===== src/rtl/bus_arbiter_rr.sv =====
// Round-robin bus arbiter: one-hot registered grant held for a whole burst,
// with begin and idle watchdogs so a silent master or hung slave cannot lock the bus.
module bus_arbiter_rr #(
  parameter int NUM_MASTERS   = 4,
  parameter int BEGIN_TIMEOUT = 16,
  parameter int IDLE_TIMEOUT  = 256
) (
  input  logic                   clock,
  input  logic                   reset,
  input  logic [NUM_MASTERS-1:0] request,
  input  logic                   beginTransactionIn,
  input  logic                   endTransactionIn,
  input  logic                   dataValidIn,
  input  logic                   busErrorIn,
  output logic [NUM_MASTERS-1:0] grant,
  output logic [2:0]             grantedId,
  output logic                   busActive,
  output logic                   busErrorOut,
  output logic                   endTransactionOut
);

  localparam int BEGIN_W = $clog2(BEGIN_TIMEOUT + 1);
  localparam int IDLE_W  = $clog2(IDLE_TIMEOUT + 1);
  localparam logic [BEGIN_W-1:0] BEGIN_LAST = BEGIN_W'(BEGIN_TIMEOUT - 1);
  localparam logic [BEGIN_W-1:0] BEGIN_MAX  = '1;
  localparam logic [IDLE_W-1:0]  IDLE_LAST  = IDLE_W'(IDLE_TIMEOUT - 1);
  localparam logic [IDLE_W-1:0]  IDLE_MAX   = '1;

  typedef enum logic [1:0] {IDLE, GRANTED, ACTIVE, ABORT} state_t;

  state_t                 state, state_next;
  logic [2:0]             last_id, last_next;
  logic [BEGIN_W-1:0]     begin_cnt, begin_next;
  logic [IDLE_W-1:0]      idle_cnt, idle_next;
  logic [NUM_MASTERS-1:0] grant_next, sel_grant;
  logic [2:0]             id_next, sel_id;
  logic                   active_next, err_next, end_next;
  logic                   sel_found, owner_req;

  // A slave error on its own changes nothing; the arbiter waits for the end.
  logic unused_bus_error;
  assign unused_bus_error = busErrorIn;

  assign owner_req = |(grant & request);

  // Scan from lastId+1 upwards; descending offsets so the nearest one wins last.
  always_comb begin
    sel_found = 1'b0;
    sel_id    = '0;
    sel_grant = '0;
    for (int k = NUM_MASTERS; k >= 1; k--) begin
      for (int j = 0; j < NUM_MASTERS; j++) begin
        if (request[j] && (((int'(last_id) + k) % NUM_MASTERS) == j)) begin
          sel_found    = 1'b1;
          sel_id       = 3'(j);
          sel_grant    = '0;
          sel_grant[j] = 1'b1;
        end
      end
    end
  end

  always_comb begin
    state_next  = state;
    grant_next  = grant;
    id_next     = grantedId;
    active_next = busActive;
    err_next    = 1'b0;
    end_next    = 1'b0;
    last_next   = last_id;
    begin_next  = begin_cnt;
    idle_next   = idle_cnt;
    case (state)
      IDLE: begin
        grant_next  = '0;
        active_next = 1'b0;
        if (sel_found) begin
          state_next  = GRANTED;
          grant_next  = sel_grant;
          id_next     = sel_id;
          last_next   = sel_id;
          active_next = 1'b1;
          begin_next  = '0;
        end
      end
      GRANTED: begin
        if (beginTransactionIn) begin
          state_next = ACTIVE;
          idle_next  = '0;
        end else if (!owner_req || begin_cnt == BEGIN_LAST) begin
          state_next  = IDLE;
          grant_next  = '0;
          active_next = 1'b0;
        end else begin
          begin_next = (begin_cnt == BEGIN_MAX) ? begin_cnt : begin_cnt + 1'b1;
        end
      end
      ACTIVE: begin
        if (endTransactionIn) begin
          state_next  = IDLE;
          grant_next  = '0;
          active_next = 1'b0;
        end else if (dataValidIn) begin
          idle_next = '0;
        end else if (idle_cnt == IDLE_LAST) begin
          state_next = ABORT;
          err_next   = 1'b1;
          end_next   = 1'b1;
        end else begin
          idle_next = (idle_cnt == IDLE_MAX) ? idle_cnt : idle_cnt + 1'b1;
        end
      end
      ABORT: begin
        state_next  = IDLE;
        grant_next  = '0;
        active_next = 1'b0;
      end
      default: state_next = IDLE;
    endcase
  end

  always_ff @(posedge clock or posedge reset) begin
    if (reset) begin
      state             <= IDLE;
      grant             <= '0;
      grantedId         <= '0;
      busActive         <= 1'b0;
      busErrorOut       <= 1'b0;
      endTransactionOut <= 1'b0;
      last_id           <= 3'(NUM_MASTERS - 1);
      begin_cnt         <= '0;
      idle_cnt          <= '0;
    end else begin
      state             <= state_next;
      grant             <= grant_next;
      grantedId         <= id_next;
      busActive         <= active_next;
      busErrorOut       <= err_next;
      endTransactionOut <= end_next;
      last_id           <= last_next;
      begin_cnt         <= begin_next;
      idle_cnt          <= idle_next;
    end
  end

endmodule


===== config.mk =====
export PLATFORM = sky130hd
export DESIGN_NAME = bus_arbiter_rr
export DESIGN_NICKNAME = d
export VERILOG_FILES = /design/src/rtl/bus_arbiter_rr.sv
export SDC_FILE = /design/constraint.sdc
export NUM_CORES = 1
export LEC_CHECK = 0
export CAP_MARGIN = 20
export CORE_MARGIN = 2
export CORE_UTILIZATION = 25
export CTS_CLUSTER_SIZE = 40
export DETAILED_ROUTE_END_ITERATION = 12
export GPL_ROUTABILITY_DRIVEN = 0
export SKIP_LAST_GASP = 1
export SLEW_MARGIN = 20
export SYNTH_ARGS = -nofsm -noshare
export SYNTH_HDL_FRONTEND = slang
export SYNTH_SLANG_ARGS = --single-unit

===== constraint.sdc =====
create_clock -name clock -period 4.2 [get_ports clock]
set_input_delay 0.63 -clock clock [delete_from_list [all_inputs] [get_ports clock]]
set_output_delay 0.63 -clock clock [all_outputs]
set_load 0.05 [all_outputs]

-- After elaboration in Yosys (flattened, before gate mapping)
Cells that the tools add are included.
- register bits: 27
- bits of input ports: 10
- output and inout port bits: 10
- word-level logic and storage cells: 165
- add/sub/neg operators: 6
- equal/unequal tests: 32
- mux-type cells: 79
- bitwise gates (word level): 5
- reductions and logical operators: 35
- operators by type and width (cell ; count):
    $logic_not A32 Y1 ; 4
    $mux W4 ; 19
    $mux W9 ; 5
    $mux W3 ; 14
    $mux W1 ; 26
    $eq A3 B3 Y1 const B ; 8
    $mux W5 ; 4
    $pmux W9 S2 ; 1
    $logic_and A1 B1 Y1 ; 16
    $ne A2 B2 Y1 const B ; 8
    $pmux W4 S4 ; 1
    $ne A3 B3 Y1 const B ; 5
    $eq A3 B2 Y1 const B ; 4
    $mux W2 ; 6
    $pmux W5 S2 ; 1
    $reduce_and A5 Y1 ; 2
    $add A9 B1 Y9 const B ; 1
    $eq A9 B8 Y1 const B ; 1
    $eq A9 B9 Y1 const B ; 1
    $pmux W2 S4 ; 1
    $reduce_or A2 Y1 ; 4
    $add A5 B1 Y5 const B ; 1
    $eq A5 B4 Y1 const B ; 1
    $eq A5 B5 Y1 const B ; 1
    15 further kinds ; 22

-- Depth between registers and ports, before layout
Gate-level depths: netlist (run 1).
- word-level depth: 23
- mapped depth: 10
- gate-level depth less buffers: 9

-- Least setup slack after synthesis (run 1)
No wires, ideal clock.
- path type: register -> register
- from: reg begin_cnt[0]
- to: reg begin_cnt[3]
- library setup time: 0.078 ns
- arrival time: 2.220 ns
- path slack: 1.902 ns
- cell stages (with the launch flop): 8
- clock period less this slack: 2.298 ns
- cells stage by stage: dfrtp_1 -> ha_1 -> and3_1 -> ha_1 -> or4b_1 -> or2_0 -> or4_1 -> a21oi_1
- cells in the longest elaborated chain, start to end: 5
- RTL lines (what ; line ; text):
    start: declaration ; 33 ; logic [BEGIN_W-1:0] begin_cnt, begin_next;
    start signal: assignment ; 141 ; begin_cnt <= begin_next;
    $add A5 B1 Y5 ; 95 ; begin_next = (begin_cnt == BEGIN_MAX) ? begin_cnt : begin_cnt + 1'b1;
    $mux W5 ; 95 ;
    $mux W5 ; 90 ; end else if (!owner_req || begin_cnt == BEGIN_LAST) begin
    $mux W5 ; 87 ; if (beginTransactionIn) begin
    $pmux W5 S2 ; 73 ; case (state)
Parallel ways exist; a longest one is shown, timed or not. The select of a mux whose other input is x is not followed.
A chain may end at the register's enable or synchronous reset.

-- Worst setup path in the final report (run 1)
- from: reg idle_cnt[0]
- to: reg idle_cnt[5]
- cells in the longest elaborated chain, start to end: 6
- RTL lines (what ; line ; text):
    start: declaration ; 34 ; logic [IDLE_W-1:0] idle_cnt, idle_next;
    start signal: assignment ; 142 ; idle_cnt <= idle_next;
    $add A9 B1 Y9 ; 110 ; idle_next = (idle_cnt == IDLE_MAX) ? idle_cnt : idle_cnt + 1'b1;
    $mux W9 ; 110 ;
    $mux W9 ; 105 ; end else if (idle_cnt == IDLE_LAST) begin
    $mux W9 ; 103 ; end else if (dataValidIn) begin
    $mux W9 ; 99 ; if (endTransactionIn) begin
    $pmux W9 S2 ; 73 ;
Parallel ways exist; a longest one is shown, timed or not. The select of a mux whose other input is x is not followed.

==> qor.yml, run 1 <==
finish:
  antennaDiodeCount: 0
  final.fill_count: 635
  fin_nets: 190
  finish.cell_count_without_fillers: 245
  synthesis_to_layout_area_growth_pct: 18.6
  layout_cell_share_with_drive_strength_beyond_1_pct: 6.94
placement:
  total_half_perimeter_wirelength_after_legalization_and_detailed_placement_mm: 2.29
  post-place-cells: 241
  placement.io_buffers: 17
global_route:
  vias_in_the_first_global_route: 1208
  antenna_found_initial: 0
  global_route_wire_length_before_repair_mm: 5.71
  groute.usage.overall_pct: 11.3
  grt_overflow: 0
  largest_net_degree_at_the_start_of_global_routing: 27
critical_path:
  arrival_ns: 2.78
  timing.reg2reg.worst_path_depth: 9
  timing.reg2reg.setup_slack_ns: 1.62
  timing.critical_path.from: "idle_cnt[0]$_DFFE_PP0P_"
  critPathMaxFanout: 11
  worstReg2RegEnd: "idle_cnt[5]$_DFFE_PP0P_"
  critical_path_class: "reg -> reg"
  end_kind: "flip-flop"
  rr_startpoint: "idle_cnt[0]$_DFFE_PP0P_"
  cp.required_ns: 4.41
  worstSetupStartpointType: "flip-flop"
pwr:
  clkPwrFrac_pct: 16.2
  comb_power_share_pct: 46.2
  switching_share_pct: 44.0
  power.ir.vdd_worst_mv: 0.219
  sequentialPowerShare_pct: 37.6
  p_sw_uw: 454
  p_leak_uw: 0.000747
  power_density_nw_per_um2: 589
  power.internal_uw: 578
logic_synthesis:
  synth-compound-area-share_pct: 21.1
  postSynth.asyncResetShare_pct: 100
  syn_nets: 178
  post_synthesis_sequential_area_ratio_pct: 44.2
  synth_enable_flop_cells: 0
  synth.mux.area_fraction_pct: 2.88
  synth_xor_xnor_area_share_pct: 0
  syn_area_um2: 1480
  number_of_synthesized_register_bits: 26
  synth_cells: 162
  combinational_family_with_the_most_area_after_synthesis: "simple AND/OR/NAND/NOR gates"
  ys_warn_count: 0
  synth_cell_type_count: 46
  postSynth.topFlopCell: "sky130_fd_sc_hd__dfrtp_1"
  synth_fa_ha_area_share_pct: 5.08
  synth_simple_gate_area_share_pct: 21.4
  post_synth.cell_area_avg_um2: 9.11
route:
  post_drt_via_cell_ratio: 4.96
  routed_wl_mm: 3.19
  top_layer: "met4"
  drt-pass1-iter-count: 4
  met3RoutedLength_um: 115
  ant_nets: 0
  initialDrtViolationCount: 82
  detailroute.via_count: 1215
  drc: 0
  routed-wl-met2_mm: 1.43
  wl_per_instance_um: 13.0
  wirelength_met1_mm: 1.58
sta:
  finalClockSkew_ns: 0.00608
  maxSlewHeadroom_pct: 41.8
  min_period_ns: 2.58
  hold_viol_final: 0
  worst_pin_slew_ns: 0.873
  totalNegativeSetupSlack_ns: 0
  fmax_mhz: 388
  finalCritPeriodShare_pct: 61.3
  rsz_0062_raised_after_global_routing: "false"
  setup-violations-final: 0
  maxSlewViolCount: 0
  holdWs_ns: 0.486
die:
  initial_utilization_pct: 26.3
  top_level_ports: 20
  die_area_um2: 6540
  core_um2: 5610
  placement_rows: 27
  die_w_um: 80.9
  vertical_die_dimension_um: 80.9
clock_tree:
  holdBufCountCts: 0
  cts_resized: 0
  clkSlewWorstSetupHoldPaths_ns: 0.09
  cts-buffers-inserted: 3
  postCtsSetupBuffers: 0
  clock_latency_of_the_later_clocked_register_in_the_worst_skew_pair_ns: 0.28
  clock_tree_from_tritoncts: "built"
  cts_num_sinks: 26
  clock-root-buffer: "sky130_fd_sc_hd__clkbuf_8"
  cts_htree_levels: 1
  clk_path_buf_depth: 2
hold_path:
  holdPathEnd: "grantedId[1]$_DFFE_PP0P_"
  worstHoldPathCells: 2
  hold_path_startpoint: "grantedId[1]$_DFFE_PP0P_"
  worst_hold_path_type: "reg -> reg"
flow_run:
  max_cap_violations: 0
outcome:
  result_of_the_run: "complete, no violations"
cell families (layout without fill, tap and decap cells):
kind of cell	after synthesis	count (layout)
and+or+nand+nor	59	59
adders and majority gates	6	6
buffers and inverters	18	29
other	1	1
AOI/OAI and AO/OA	48	48
muxes	4	4
DFF	26	26
cell usage in the layout (no fill, tap or decap), types with 4 or more instances in the layout:
cell                              netlist  routed
sky130_fd_sc_hd__and3_1                 5       5
sky130_fd_sc_hd__o31ai_1                4       4
sky130_fd_sc_hd__nor2_1                19      19
sky130_fd_sc_hd__nand2_1               12      12
sky130_fd_sc_hd__clkbuf_8               0       4
sky130_fd_sc_hd__dfrtp_1               24      24
sky130_fd_sc_hd__o21ai_0               14      14
sky130_fd_sc_hd__clkdlybuf4s50_1        0      17
sky130_fd_sc_hd__ha_1                   6       6
sky130_fd_sc_hd__inv_1                  7       6
sky130_fd_sc_hd__a21oi_1                9       9
per-layer routing:
layer  up-vias  global-route usage [%]
met5         -                       0
met4         0                    5.08
met3         5                    2.33
met2        14                    17.4
met1       589                    15.2
li1        607                       -
power by group through the flow:
stage                     logic (uW)  clock network, uW  registers, uW
final                            476                167            388
after detailed placement         481                  0            393
after CTS                        482                175            389
after floorplan                  252                  0            471
after global routing             525                184            403
after global placement           479                  0            392
flip-flops by register name (all words and copies together) (netlist names):
signal	count
begin_cnt	5
busActive	1
endTransactionOut	1
grant	4
grantedId	2
idle_cnt	9
last_id	2
state	2
how the worst max path moves through the flow:
stage                               end  depth (start not counted)
2_1_floorplan  begin_cnt[3]$_DFFE_PP0P_                          7
3_3_place_gp   begin_cnt[2]$_DFFE_PP0P_                          5
3_5_place_dp   begin_cnt[2]$_DFFE_PP0P_                          5
4_1_cts         idle_cnt[5]$_DFFE_PP0P_                          9
5_1_grt         idle_cnt[6]$_DFFE_PP0P_                          9
6_report        idle_cnt[5]$_DFFE_PP0P_                          9
cell type report:
| cell class | instances | area (um^2) | area share [%] |
|---|---|---|---|
| Timing Repair Buffer | 18 | 178 | 10.2 |
| Tap cell | 72 | 90.1 | 5.15 |
| Sequential cell | 26 | 653 | 37.3 |
| Inverter | 7 | 26.3 | 1.50 |
| Clock buffer | 4 | 55.1 | 3.15 |
| Multi-Input combinational cell | 118 | 748 | 42.7 |
Yosys cell counts (all sizes together), types with 2 or more instances:
cell type	number	area, um^2
a31oi	2	12.5
ha	6	75.1
clkbuf	8	30.0
dfstp	2	52.6
mux2i	2	20.0
o21ai	14	70.1
o31ai	4	30.0
nor4	3	33.8
mux2	2	22.5
and3	5	31.3
a21oi	9	45.0
nand2b	3	18.8
buf	3	18.8
a32o	3	30.0
o22ai	2	12.5
a22oi	3	22.5
inv	7	26.3
a211oi	2	15.0
nor3	2	10.0
nor2b	3	18.8
nor2	19	71.3
nand3	2	10.0
dfrtp	24	601
nand2	12	45.0
critical path, cell delays in order, from the launching register on:
cell                       delay, ns
sky130_fd_sc_hd__dfrtp_1        0.39
sky130_fd_sc_hd__ha_1           0.18
sky130_fd_sc_hd__and3_1         0.22
sky130_fd_sc_hd__and3_1         0.19
sky130_fd_sc_hd__and3_1         0.19
sky130_fd_sc_hd__ha_1           0.24
sky130_fd_sc_hd__o21bai_1       0.08
sky130_fd_sc_hd__a22oi_1        0.70
sky130_fd_sc_hd__o21ai_0        0.19
sky130_fd_sc_hd__o21ai_0        0.11
per-stage QoR:
| step | cell area, um^2 | setup slack (ns) | utilization [%] | total power (uW) |
|---|---|---|---|---|
| after floorplan | 1480 | 1.90 | - | 723 |
| after global placement | 1700 | 1.57 | 30.2 | 870 |
| after detailed placement | 1700 | 1.57 | 30.2 | 874 |
| after CTS | 1750 | 1.61 | 31.2 | 1050 |
| after global routing | 1750 | 1.37 | 31.2 | 1110 |
| final | 1750 | 1.62 | 31.2 | 1030 |
Power figures use the tool's default switching activity.
==> run 2, diff against run 1 <==
==> constraint.sdc (replaced) <==
create_clock -name clock -period 2.1 [get_ports clock]
set_input_delay 0.315 -clock clock [delete_from_list [all_inputs] [get_ports clock]]
set_output_delay 0.315 -clock clock [all_outputs]
set_load 0.05 [all_outputs]
==> run 2 against run 1 <==
- the run now ends with setup timing left
- hold slack worse by 0.15 ns
- count of clock-buffer cells in the layout unchanged
- non-clock buffer count up 26
- worst setup slack worse by 1.7 ns
- register-to-register slack worse by 1.7 ns
- die area unchanged
- clock skew down 0.0050 ns
- sequential cell count unchanged
- clock power up 78%
- maximum frequency up 16%
==> qor.yml, run 2 (same netlist as run 1, synthesis figures left out) <==
route:
  wl_per_instance_um: 13.1  # was 13.0 um
  post_drt_via_cell_ratio: 4.82  # was 4.96
  initialDrtViolationCount: 73  # was 82
  ant_nets: 0  # unchanged
  detailroute.via_count: 1310  # was 1215
  drc: 0  # unchanged
  drt-pass1-iter-count: 4  # unchanged
  routed_wl_mm: 3.57  # was 3.19 mm
pwr:
  power.ir.vdd_worst_mv: 0.434  # was 0.219 mV
  power_density_nw_per_um2: 1050  # was 589 nW/um^2
  p_leak_uw: 0.000864  # was 0.000747 uW
finish:
  layout_cell_share_with_drive_strength_beyond_1_pct: 26.5  # was 6.94%
  finish.cell_count_without_fillers: 272  # was 245
  largest_register_ffs: 9  # unchanged
  final_cell_mix: "27 x sky130_fd_sc_hd__buf_4, 24 x sky130_fd_sc_hd__dfrtp_1, 19 x sky130_fd_sc_hd__nor2_1"  # was 24 x sky130_fd_sc_hd__dfrtp_1, 19 x sky130_fd_sc_hd__nor2_1, 17 x sky130_fd_sc_hd__clkdlybuf4s50_1
  antennaDiodeCount: 0  # unchanged
  final.fill_count: 610  # was 635
  synthesis_to_layout_area_growth_pct: 39.6  # was 18.6%
  fin_nets: 217  # was 190
  postLayoutCellArea_um2: 2060  # was 1750 um^2
  final_common_cell: "sky130_fd_sc_hd__buf_4"  # was sky130_fd_sc_hd__dfrtp_1
  largest_register: "idle_cnt"  # unchanged
  reg.largest.list: "idle_cnt: 9 flops, begin_cnt: 5 flops, grant: 4 flops"  # unchanged
sta:
  finalClockSkew_ns: 0.00107  # was 0.00608 ns
  maxSlewViolCount: 0  # unchanged
  fmax_mhz: 451  # was 388 MHz
  maxSlewHeadroom_pct: 52.0  # was 41.8%
  hold_viol_final: 0  # unchanged
  finalCritPeriodShare_pct: 106  # was 61.3%
  worst_pin_slew_ns: 0.714  # was 0.873 ns
  setup-violations-final: 2  # was 0
  rsz_0062_raised_after_global_routing: "true"  # was false
  min_period_ns: 2.22  # was 2.58 ns
  holdWs_ns: 0.340  # was 0.486 ns
  fin_ws_ns: -0.119  # was 1.62 ns
clock_tree:
  clock_latency_of_the_later_clocked_register_in_the_worst_skew_pair_ns: 0.27  # was 0.28 ns
  clock_tree_from_tritoncts: "built"  # unchanged
  clk_path_buf_depth: 2  # unchanged
  cts-buffers-inserted: 3  # unchanged
  clock-root-buffer: "sky130_fd_sc_hd__clkbuf_8"  # unchanged
  cts_htree_levels: 1  # unchanged
  cts_num_sinks: 26  # unchanged
  clkSlewWorstSetupHoldPaths_ns: 0.09  # about the same
global_route:
  largest_net_degree_at_the_start_of_global_routing: 15  # was 27
  global_route_wire_length_before_repair_mm: 6.21  # was 5.71 mm
  antenna_found_initial: 0  # unchanged
  vias_in_the_first_global_route: 1329  # was 1208
  grt_overflow: 0  # unchanged
  groute.usage.overall_pct: 12.1  # was 11.3%
die:
  die_w_um: 80.9  # unchanged
  placement_rows: 27  # unchanged
  die_area_um2: 6540  # unchanged
  initial_utilization_pct: 26.3  # unchanged
  vertical_die_dimension_um: 80.9  # unchanged
  top_level_ports: 20  # unchanged
  core_um2: 5610  # unchanged
critical_path:
  critical_path_class: "reg -> reg"  # unchanged
  end_kind: "flip-flop"  # unchanged
  timing.reg2reg.worst_path_depth: 7  # was 9
  arrival_ns: 2.42  # was 2.78 ns
  critical_path.cell_chain: "ha_2, and3_4, ha_4, or4b_4, or2_1, or4_4, a21oi_2"  # was ha_1, and3_1, and3_1, and3_1, ha_1, o21bai_1, a22oi_1, o21ai_0, o21ai_0
  critPathMaxFanout: 2  # was 11
  critical_path.slowest_cell: "sky130_fd_sc_hd__or4b_4"  # was sky130_fd_sc_hd__a22oi_1
  cp.required_ns: 2.30  # was 4.41 ns
  worstReg2RegEnd: "begin_cnt[3]$_DFFE_PP0P_"  # was idle_cnt[5]$_DFFE_PP0P_
  worstSetupStartpointType: "flip-flop"  # unchanged
  timing.reg2reg.setup_slack_ns: -0.12  # was 1.62 ns
  crit_path_max_incr_delay_ns: 0.48  # was 0.70 ns
  rr_startpoint: "begin_cnt[1]$_DFFE_PP0P_"  # was idle_cnt[0]$_DFFE_PP0P_
placement:
  total_half_perimeter_wirelength_after_legalization_and_detailed_placement_mm: 2.52  # was 2.29 mm
  post-place-cells: 262  # was 241
  place_area_um2: 1870  # was 1700 um^2
  worst_slack_at_placement_ns: -0.360  # was 1.57 ns
  placement.io_buffers: 17  # unchanged
hold_path:
  worst_hold_path_type: "in -> async"  # was reg -> reg
outcome:
  result_of_the_run: "finished, violations left"  # was complete, no violations
  violated_checks: "setup timing"
flow_run:
  max_cap_violations: 0  # unchanged
==> run 2: cell count changes in the layout (fill, tap and decap cells not counted), sizes merged <==
cell | previous run | this run
buf | 1 | 27
a22oi | 3 | 4
==> run 2: worst max path at each step <==
stage	startpoint	endpoint	slack, ns
final	begin_cnt[1]$_DFFE_PP0P_	begin_cnt[3]$_DFFE_PP0P_	-0.12
after global routing	begin_cnt[1]$_DFFE_PP0P_	begin_cnt[3]$_DFFE_PP0P_	-0.19
after CTS	begin_cnt[0]$_DFFE_PP0P_	begin_cnt[3]$_DFFE_PP0P_	-0.15
after detailed placement	idle_cnt[1]$_DFFE_PP0P_	idle_cnt[7]$_DFFE_PP0P_	-0.36
after global placement	idle_cnt[1]$_DFFE_PP0P_	idle_cnt[5]$_DFFE_PP0P_	-0.24
after floorplan	begin_cnt[1]$_DFFE_PP0P_	begin_cnt[2]$_DFFE_PP0P_	-0.13
==> run 2: worst max-delay path: cells and delay by family (launching register included) <==
kind | cells | cell delay, ns
AOI/OAI and AO/OA | 1 | 0.12
adders and majority gates | 2 | 0.35
DFF | 1 | 0.39
and+or+nand+nor | 4 | 1.31
==> run 2: stage by stage <==
| step | power (uW) | TNS [ns] | util (%) |
|---|---|---|---|
| 6_report | 2150 | -0.158 | 36.7 |
| 5_1_grt | 2310 | -0.724 | 36.7 |
| 4_1_cts | 2140 | -0.318 | 35.4 |
| 3_5_place_dp | 1780 | -3.76 | 33.4 |
| 3_3_place_gp | 1780 | -2.78 | 33.4 |
| 2_1_floorplan | 1450 | -0.415 | - |
==> run 2: timing repair <==
action | CTS | global route
setup buffers | 3 | 2
gates cloned | 1 | 0
endpoints found under the setup margin | 14 | 14
pin swaps | 5 | 11
gates resized for setup | 9 | 15
hold buffers | 0 | 0
==> run 2: routing by layer <==
metal	up-vias	global-route usage (%)	wire, um
met1	630	16.7	1770
met3	2	1.44	77
met4	0	3.56	33
met2	13	19.7	1690
met5	-	0	0
li1	665	-	-
==> run 2: layout make-up <==
class / instances / area [um^2] / share of cell area [%]
tap: 72 / 90.1 / 4.37
multi-input combinational: 119 / 873 / 42.4
inverter: 7 / 26.3 / 1.28
clock buffer: 4 / 45.0 / 2.19
sequential: 26 / 653 / 31.7
timing repair buffer: 44 / 373 / 18.1
==> run 2: power breakdown <==
part / internal, uW / switching (uW) / total (uW) / leakage (uW)
clock: 136 / 161 / 297 / 0.0000228
combinational: 430 / 648 / 1080 / 0.000498
sequential: 637 / 142 / 779 / 0.000343
total: 1200 / 951 / 2150 / 0.000864
==> run 3, diff against run 2 <==
--- a/config.mk
+++ b/config.mk
@@ -7,10 +7,11 @@
 export LEC_CHECK = 0
 export CAP_MARGIN = 20
 export CORE_MARGIN = 2
-export CORE_UTILIZATION = 25
+export CORE_UTILIZATION = 45
 export CTS_CLUSTER_SIZE = 40
 export DETAILED_ROUTE_END_ITERATION = 12
 export GPL_ROUTABILITY_DRIVEN = 0
+export PLACE_DENSITY = 0.75
 export SKIP_LAST_GASP = 1
 export SLEW_MARGIN = 20
 export SYNTH_ARGS = -nofsm -noshare
==> run 3 against run 2 <==
- critical path type unchanged
- worst setup slack worse by 0.046 ns
- design area is 1.6% lower
- global-route usage is 9.4 points higher
- critical path depth stayed put
- the flow still finishes with violations (setup timing)
- clock skew is 0.0032 ns higher
==> qor.yml, run 3 (same netlist as run 1, synthesis figures left out) <==
clock_tree:
  cts_htree_levels: 1  # unchanged
  clock-root-buffer: "sky130_fd_sc_hd__clkbuf_4"  # was sky130_fd_sc_hd__clkbuf_8
  clock_tree_from_tritoncts: "built"  # unchanged
  cts_num_sinks: 26  # unchanged
  clk_path_buf_depth: 2  # unchanged
  cts-buffers-inserted: 3  # unchanged
  clock_latency_of_the_later_clocked_register_in_the_worst_skew_pair_ns: 0.32  # was 0.27 ns
  clkSlewWorstSetupHoldPaths_ns: 0.15  # was 0.09 ns
finish:
  synthesis_to_layout_area_growth_pct: 37.3  # was 39.6%
  layout_cell_share_with_drive_strength_beyond_1_pct: 28.0  # was 26.5%
  final.fill_count: 257  # was 610
  largest_register: "idle_cnt"  # unchanged
  largest_register_ffs: 9  # unchanged
  antennaDiodeCount: 0  # unchanged
  final_common_cell: "sky130_fd_sc_hd__buf_4"  # unchanged
  final_cell_mix: "26 x sky130_fd_sc_hd__buf_4, 24 x sky130_fd_sc_hd__dfrtp_1, 19 x sky130_fd_sc_hd__nor2_1"  # was 27 x sky130_fd_sc_hd__buf_4, 24 x sky130_fd_sc_hd__dfrtp_1, 19 x sky130_fd_sc_hd__nor2_1
  multi_input_comb_area_um2: 880  # was 873 um^2
  fin_nets: 217  # unchanged
  reg.largest.list: "idle_cnt: 9 flops, begin_cnt: 5 flops, grant: 4 flops"  # unchanged
  final-seq-area_um2: 653  # unchanged
die:
  initial_utilization_pct: 48.0  # was 26.3%
  placement_rows: 20  # was 27
  vertical_die_dimension_um: 61.3  # was 80.9 um
  die_area_um2: 3760  # was 6540 um^2
  top_level_ports: 20  # unchanged
  die_w_um: 61.3  # was 80.9 um
  core_um2: 3080  # was 5610 um^2
route:
  top_layer: "met4"  # unchanged
  post_drt_via_cell_ratio: 5.66  # was 4.82
  wl_per_instance_um: 14.9  # was 13.1 um
  met3RoutedLength_um: 152  # was 77 um
  initialDrtViolationCount: 55  # was 73
  drt-pass1-iter-count: 4  # unchanged
  routed_wl_mm: 3.64  # was 3.57 mm
  routed-wl-met2_mm: 1.93  # was 1.69 mm
  detailroute.via_count: 1382  # was 1310
  ant_nets: 0  # unchanged
  wirelength_met1_mm: 1.54  # was 1.77 mm
  drc: 0  # unchanged
sta:
  fmax_mhz: 441  # was 451 MHz
  finalClockSkew_ns: 0.00426  # was 0.00107 ns
  totalNegativeSetupSlack_ns: -0.169  # was -0.158 ns
  maxSlewHeadroom_pct: 51.5  # was 52.0%
  setup-violations-final: 2  # unchanged
  worst_pin_slew_ns: 0.721  # was 0.714 ns
  finalCritPeriodShare_pct: 108  # was 106%
  holdWs_ns: 0.323  # was 0.340 ns
  fin_ws_ns: -0.165  # was -0.119 ns
  maxSlewViolCount: 0  # unchanged
  rsz_0062_raised_after_global_routing: "true"  # unchanged
  min_period_ns: 2.27  # was 2.22 ns
  hold_viol_final: 0  # unchanged
pwr:
  clkPwrFrac_pct: 12.1  # was 13.8%
  power_density_nw_per_um2: 1070  # was 1050 nW/um^2
  comb_power_share_pct: 52.2  # was 50.0%
  p_sw_uw: 952  # was 951 uW
  p_leak_uw: 0.000863  # was 0.000864 uW
  power.ir.vdd_worst_mv: 0.959  # was 0.434 mV
  sequentialPowerShare_pct: 35.7  # was 36.2%
  switching_share_pct: 44.1  # about the same
  power.internal_uw: 1210  # was 1200 uW
critical_path:
  crit_path_max_incr_delay_ns: 0.47  # was 0.48 ns
  critical_path_class: "reg -> reg"  # unchanged
  critical_path.cell_chain: "ha_2, and3_4, ha_4, or4b_4, or2_1, or4_4, a21oi_2"  # unchanged
  end_kind: "flip-flop"  # unchanged
  cp.required_ns: 2.37  # was 2.30 ns
  critical_path.slowest_cell: "sky130_fd_sc_hd__or4b_4"  # unchanged
  arrival_ns: 2.53  # was 2.42 ns
  critPathMaxFanout: 2  # unchanged
  worstSetupStartpointType: "flip-flop"  # unchanged
flow_run:
  max_cap_violations: 0  # unchanged
hold_path:
  worst_hold_path_type: "in -> async"  # unchanged
outcome:
  violated_checks: "setup timing"  # unchanged
  result_of_the_run: "finished, violations left"  # unchanged
global_route:
  antenna_found_initial: 0  # unchanged
  grt_overflow: 0  # unchanged
  global_route_wire_length_before_repair_mm: 6.01  # was 6.21 mm
  largest_net_degree_at_the_start_of_global_routing: 27  # was 15
  vias_in_the_first_global_route: 1335  # was 1329
  groute.usage.overall_pct: 21.5  # was 12.1%
placement:
  total_half_perimeter_wirelength_after_legalization_and_detailed_placement_mm: 2.50  # was 2.52 mm
  worst_slack_at_placement_ns: -0.344  # was -0.360 ns
  placement.io_buffers: 17  # unchanged
-- run 3: final timing paths --
check	from	depth (start not counted)	slack (ns)	to
setup / recovery	begin_cnt[1]$_DFFE_PP0P_	7	-0.17	begin_cnt[3]$_DFFE_PP0P_
hold / removal	reset	3	0.32	idle_cnt[3]$_DFFE_PP0P_
setup reg to reg	begin_cnt[1]$_DFFE_PP0P_	7	-0.17	begin_cnt[3]$_DFFE_PP0P_
hold reg to reg	grantedId[1]$_DFFE_PP0P_	2	0.50	grantedId[1]$_DFFE_PP0P_
max in group asynchronous	reset	3	1.47	last_id[0]$_DFFE_PP1P_
min in group clock	grantedId[1]$_DFFE_PP0P_	2	0.50	grantedId[1]$_DFFE_PP0P_
-- run 3: worst max-delay path, delay by kind of cell, from the launching register on --
| family | cells | cell delay, ns |
|---|---|---|
| DFF | 1 | 0.42 |
| and+or+nand+nor | 4 | 1.30 |
| AOI/OAI and AO/OA | 1 | 0.13 |
| adders and majority gates | 2 | 0.35 |
-- run 3: layout make-up --
cell class | instances | share of cell area, %
clock buffers | 4 | 1.79
multi-input cells | 119 | 43.4
repair buffers | 44 | 18.6
well taps | 44 | 2.72
inverters | 7 | 1.30
flip-flops and latches | 26 | 32.2
-- run 3: repair_timing --
action	4_1_cts	5_1_grt
cloned	1	0
resized for setup	11	16
endpoints found under the setup margin	14	15
setup buffers	2	5
endpoints found under the hold margin	0	0
pin swaps	7	9
hold buffers	0	0
-- run 3: power groups by stage --
| stage | combinational (uW) | clock, uW | sequential (uW) |
|---|---|---|---|
| 2_1_floorplan | 511 | 0 | 942 |
| 3_3_place_gp | 1030 | 0 | 766 |
| 3_5_place_dp | 1040 | 0 | 778 |
| 4_1_cts | 1090 | 272 | 767 |
| 5_1_grt | 1230 | 285 | 794 |
| 6_report | 1130 | 262 | 772 |
-- run 3: through the flow --
step                cell area (um^2)  std cells  util (%)  total power, uW
floorplan                       1500        162         -             1450
global placement                1820        232      59.1             1790
detailed placement              1820        232      59.1             1820
CTS                             1930        239      62.8             2130
global route                    2030        244      65.9             2310
finish                          2030        244      65.9             2160
-- run 3: layer usage --
layer / vias up / GRT usage [%]
li1: 667 / -
met1: 673 / 28.5
met2: 40 / 36.9
met3: 2 / 2.52
met4: 0 / 6.21
met5: - / 0
